==> src/rtl/imem_loader.sv <==
// Boot-time instruction memory loader: length-prefixed big-endian byte stream,
// word writes at consecutive addresses, trailing 8-bit checksum, CPU hold until clean load.
module imem_loader #(
  parameter int unsigned MAX_WORDS = 32,
  parameter logic [31:0] BASE_ADDR = 32'h0000_0000,
  parameter int unsigned TIMEOUT   = 1000
) (
  input  logic        clk_i,
  input  logic        rst_i,
  input  logic        load_start_i,
  input  logic        byte_valid_i,
  input  logic [7:0]  byte_i,
  output logic        byte_ready_o,
  output logic        wr_en_o,
  output logic [31:0] wr_addr_o,
  output logic [31:0] wr_data_o,
  output logic        cpu_hold_o,
  output logic        done_o,
  output logic        err_o,
  output logic [15:0] words_loaded_o
);

  localparam int unsigned TMO_W = $clog2(TIMEOUT + 1);

  typedef enum logic [2:0] {
    S_IDLE, S_LEN_HI, S_LEN_LO, S_DATA, S_CSUM, S_DONE, S_ERR
  } state_t;

  state_t            state_q, state_d;
  logic              byte_ready_q, wr_en_q, cpu_hold_q, done_q, err_q;
  logic [31:0]       wr_addr_q, wr_data_q, addr_q;
  logic [23:0]       asm_q;
  logic [7:0]        len_hi_q, csum_q;
  logic [15:0]       len_q, words_q;
  logic [1:0]        byte_cnt_q;
  logic [TMO_W-1:0]  tmo_q;

  logic        active, next_active, start, accept, tmo_hit, last_byte, last_word;
  logic [15:0] len_n;

  assign active      = state_q inside {S_LEN_HI, S_LEN_LO, S_DATA, S_CSUM};
  assign next_active = state_d inside {S_LEN_HI, S_LEN_LO, S_DATA, S_CSUM};
  assign start       = !active && load_start_i;
  assign accept      = byte_valid_i && byte_ready_q;
  assign tmo_hit     = active && !accept && (tmo_q == TMO_W'(TIMEOUT - 1));
  assign len_n       = {len_hi_q, byte_i};
  assign last_byte   = (byte_cnt_q == 2'd3);
  assign last_word   = ((words_q + 16'd1) == len_q);

  // Next-state decode; a timeout overrides any pending transition.
  always_comb begin
    state_d = state_q;
    case (state_q)
      S_IDLE, S_DONE, S_ERR: if (load_start_i) state_d = S_LEN_HI;
      S_LEN_HI: if (accept) state_d = S_LEN_LO;
      S_LEN_LO: begin
        if (accept) begin
          if (32'(len_n) > MAX_WORDS) state_d = S_ERR;
          else if (len_n == 16'd0)    state_d = S_CSUM;
          else                        state_d = S_DATA;
        end
      end
      S_DATA: if (accept && last_byte && last_word) state_d = S_CSUM;
      S_CSUM: if (accept) state_d = (byte_i == csum_q) ? S_DONE : S_ERR;
      default: state_d = S_IDLE;
    endcase
    if (tmo_hit) state_d = S_ERR;
  end

  always_ff @(posedge clk_i) begin
    if (rst_i) begin
      state_q      <= S_IDLE;
      byte_ready_q <= 1'b0;
      wr_en_q      <= 1'b0;
      wr_addr_q    <= BASE_ADDR;
      wr_data_q    <= 32'd0;
      cpu_hold_q   <= 1'b1;
      done_q       <= 1'b0;
      err_q        <= 1'b0;
      addr_q       <= BASE_ADDR;
      asm_q        <= 24'd0;
      len_hi_q     <= 8'd0;
      len_q        <= 16'd0;
      csum_q       <= 8'd0;
      words_q      <= 16'd0;
      byte_cnt_q   <= 2'd0;
      tmo_q        <= '0;
    end else begin
      state_q      <= state_d;
      wr_en_q      <= 1'b0;
      // Ready stays low for the first LEN_HI cycle after a start.
      byte_ready_q <= next_active && !start;
      done_q       <= (state_d == S_DONE);
      err_q        <= (state_d == S_ERR);
      cpu_hold_q   <= (state_d != S_DONE);
      if (start) begin
        addr_q     <= BASE_ADDR;
        csum_q     <= 8'd0;
        words_q    <= 16'd0;
        byte_cnt_q <= 2'd0;
        tmo_q      <= '0;
      end else if (active) begin
        tmo_q <= accept ? '0 : tmo_q + TMO_W'(1);
        if (accept) begin
          case (state_q)
            S_LEN_HI: len_hi_q <= byte_i;
            S_LEN_LO: len_q    <= len_n;
            S_DATA: begin
              asm_q      <= {asm_q[15:0], byte_i};
              csum_q     <= csum_q + byte_i;
              byte_cnt_q <= byte_cnt_q + 2'd1;
              if (last_byte) begin
                wr_en_q   <= 1'b1;
                wr_addr_q <= addr_q;
                wr_data_q <= {asm_q, byte_i};
                addr_q    <= addr_q + 32'd4;
                words_q   <= words_q + 16'd1;
              end
            end
            default: ;
          endcase
        end
      end
    end
  end

  assign byte_ready_o   = byte_ready_q;
  assign wr_en_o        = wr_en_q;
  assign wr_addr_o      = wr_addr_q;
  assign wr_data_o      = wr_data_q;
  assign cpu_hold_o     = cpu_hold_q;
  assign done_o         = done_q;
  assign err_o          = err_q;
  assign words_loaded_o = words_q;

endmodule

==> config.mk <==
export PLATFORM = sky130hd
export DESIGN_NAME = imem_loader
export DESIGN_NICKNAME = d
export VERILOG_FILES = /design/src/rtl/imem_loader.sv
export SDC_FILE = /design/constraint.sdc
export NUM_CORES = 1
export LEC_CHECK = 0
export ABC_CLOCK_PERIOD_IN_PS = 4000
export BUFFER_PORTS_ARGS = -buffer_cell sky130_fd_sc_hd__buf_2
export CORE_UTILIZATION = 45
export CTS_BUF_LIST = sky130_fd_sc_hd__clkbuf_16
export DETAILED_ROUTE_END_ITERATION = 7
export PLACE_DENSITY = 0.69
export SLEW_MARGIN = 20
export SYNTH_ARGS = -nofsm -noshare
export SYNTH_HDL_FRONTEND = slang
export SYNTH_SLANG_ARGS = --single-unit
==> constraint.sdc <==
create_clock -name clk_i -period 4 [get_ports clk_i]
set_input_delay 0.4 -clock clk_i [delete_from_list [all_inputs] [get_ports clk_i]]
set_output_delay 0.4 -clock clk_i [all_outputs]
set_load 0.1 [all_outputs]
==> flow_metrics.py <==
metrics = {
    "outcome": {
        "status": "finished clean",
    },
    "critical_path": {
        "r2r_slack_ns": 1.36,
        "criticalPathCategory": "register to register",
        "worst_ep_arrival_time_ns": 2.99,
        "required_ns": 4.35,
        "critical_path.endpoint": "byte_ready_o$_SDFF_PP0_",
        "critPathMaxFanout": 8,
        "end_kind": "register",
        "start_kind": "register",
        "r2r_cells": 9,
        "r2r_start": "words_loaded_o[0]$_SDFFE_PP0P_",
        "reg2reg_to": "byte_ready_o$_SDFF_PP0_",
        "crit_path_start": "words_loaded_o[0]$_SDFFE_PP0P_",
    },
    "layout": {
        "synthToLayoutAreaGrowth_pct": 14.76,
        "antenna_cells": 0,
        "nNetsFinal": 1066,
        "drive_gt1_share_pct": 14.03,
    },
    "die": {
        "rows": 48,
        "io_pins": 97,
        "die_area_um2": 18130,
        "floorplan.core_area_um2": 17240,
        "die_x_um": 134.6,
        "initial_core_util_pct": 45.93,
        "die_y_um": 134.6,
    },
    "min_path": {
        "hp-class": "input port to register",
    },
    "place": {
        "hpwlAfterDp_mm": 12.09,
        "port_buffers": 94,
        "gp_congestion": 0.8486,
    },
    "logic_synthesis": {
        "ys_warn_count": 0,
        "synth_area_leaders": "dfxtp_1 47%, nand2_1 12%, a21oi_1 8.2%, xnor2_1 4.1%, nor2_1 3.9%",
        "ys_seq_elements": 184,
        "postSynthCellCount": 981,
        "yosysSeqAreaShare_pct": 46.52,
        "async_reset_ff_share_pct": 0,
        "synth_top_area_cell": "dfxtp_1",
        "synth_edf_count": 0,
        "synth_top_area_share_pct": 46.52,
        "synth.distinct_cells": 62,
        "synth_area_um2": 7918,
        "syn_avg_cell_area_um2": 8.071,
        "synth_top_flop_cell": "dfxtp_1",
    },
    "timing": {
        "hold_violations": 0,
        "fin_crit_sh_pct": 65.88,
        "rsz0062_at_grt": "no",
        "tns_ns": 0,
        "setup_viol": 0,
        "slew_headroom_pct": 44.41,
        "worst_pin_slew_ns": 0.8339,
        "min_period_ns": 2.635,
        "slew_violations": 0,
        "finClkSkew_ns": 0.01105,
        "fmax_mhz": 379.5,
    },
    "power_and_ir_drop": {
        "finalPower_uw": 3658,
        "p_per_area_nw_per_um2": 402.5,
        "power.leakage_uw": 0.003389,
        "ir_worst_vdd_mv": 0.3384,
    },
    "routing": {
        "drcViolationCount": 0,
        "drtPass1Iterations": 4,
        "drt_iter0_drc": 357,
        "wl_per_cell_um": 14.11,
        "viasPerCell": 5.199,
        "vias": 6655,
        "wl_mm": 18.06,
        "antenna_left": 0,
    },
    "grt": {
        "track_usage_pct": 20.61,
        "grt_max_degree": 83,
        "grt_pass1_wl_mm": 30.10,
        "antenna_found_initial": 0,
        "grt_overflow_total": 0,
        "grt_pass1_vias": 6062,
    },
    "clock_network": {
        "numCtsBuffers": 17,
        "cts_resized": 0,
        "holdBufCountCts": 0,
        "clkTransAtPathRegs_ns": 0.07,
        "cts_tree": "done",
        "h-tree-depth": 4,
        "clock_latency_ns": 0.43,
        "clock_path_buffers": 2,
        "root_buffer": "clkbuf_16",
        "cts_sinks": 184,
        "cts_setup_buffers": 0,
    },
    "flow_run": {
        "maxCapViolations": 0,
    },
}
-- power by group --
part           internal [uW]  switching, uW  total, uW
sequential              1840           7.44       1840
clock                    973            700       1670
combinational           33.7            107        141
total                   2840            814       3660
-- critical path, stage by stage, from the launching register on --
cell	delay [ns]
dfxtp_1	0.54
ha_1	0.29
nand3_2	0.16
nor3_2	0.32
and3_1	0.22
mux2i_1	0.09
nor4_2	0.27
a21oi_1	0.17
or3_1	0.38
a21oi_1	0.13
-- area by class of cell --
class	count	area [um^2]
flip-flops and latches	184	3684
fillers	1632	8150
inverters	10	37.54
multi-input cells	726	3956
well taps	225	281.5
repair buffers	103	540.5
clock buffers	17	425.4
clock inverters	15	161.4
-- worst min-delay path by stage --
| stage | startpoint | to | slack (ns) | cells after the start |
|---|---|---|---|---|
| after CTS | byte_i[3] | asm_q[3]$_SDFFE_PP0P_ | 0.28 | 3 |
| after floorplan | asm_q[16]$_SDFFE_PP0P_ | wr_data_o[24]$_SDFFE_PP0P_ | 0.43 | 2 |
| final | byte_i[3] | asm_q[3]$_SDFFE_PP0P_ | 0.30 | 3 |
| after global placement | wr_addr_o[30]$_SDFFE_PP0P_ | wr_addr_o[30]$_SDFFE_PP0P_ | 0.44 | 2 |
| after detailed placement | wr_data_o[5]$_SDFFE_PP0P_ | wr_data_o[5]$_SDFFE_PP0P_ | 0.44 | 2 |
| after global routing | byte_i[3] | asm_q[3]$_SDFFE_PP0P_ | 0.30 | 3 |
-- synthesized netlist by cell type, drive strengths merged (13+ instances only) --
| cell type | count |
|---|---|
| a21oi | 129 |
| and3 | 20 |
| buf | 16 |
| clkbuf | 46 |
| dfxtp | 184 |
| nand2 | 247 |
| nand3 | 24 |
| nand4 | 17 |
| nor2 | 84 |
| nor4 | 13 |
| o21ai | 19 |
| xnor2 | 38 |
| xor2 | 29 |
-- kinds of logic after synthesis --
kind of cell               synth area share, %
other                                  0.04736
adders and majority gates                2.118
xor gates and xnor gates                 7.506
and+or+nand+nor                          26.31
muxes                                    1.264
AOI/OAI and AO/OA                        12.48
buffers and inverters                    3.745
DFF                                      46.52
-- layer usage --
metal  wire length, um  global-route usage [%]  vias to the layer above
met1              8945                   28.31                     3097
met5                 0                       0                        -
met3               740                   4.054                       16
met2              8168                   32.70                      133
li1                  -                       -                     3409
met4               206                   6.055                        0
-- cell usage in the layout (no fill, tap or decap), types with 11 or more instances in the layout --
cell / n
nand2_1: 246
dfxtp_1: 184
a21oi_1: 129
buf_2: 93
nor2_1: 82
xnor2_1: 37
xor2_1: 29
nand3_1: 21
and3_1: 20
o21ai_0: 18
clkbuf_16: 17
nand4_1: 16
inv_1: 12
nor4_1: 12
nor2b_1: 11
ha_1: 11
-- per-stage QoR --
stage	area, um^2	std cells	util (%)	setup slack [ns]	hold WS [ns]
floorplan	7921	982	-	0.9072	0.4322
global placement	8499	1248	49.31	1.477	0.4390
detailed placement	8499	1248	49.31	1.399	0.4447
CTS	9086	1280	52.71	1.365	0.2844
global route	9086	1280	52.71	1.128	0.3047
finish	9086	1280	52.71	1.365	0.3002
-- state kept, by name, indices dropped and copies added (netlist names), 10 cells and up --
register / flops
addr_q: 30
wr_data_o: 32
tmo_q: 10
asm_q: 24
words_loaded_o: 16
wr_addr_o: 30
len_q: 16
No activity file was read; power rests on OpenSTA's default activity.
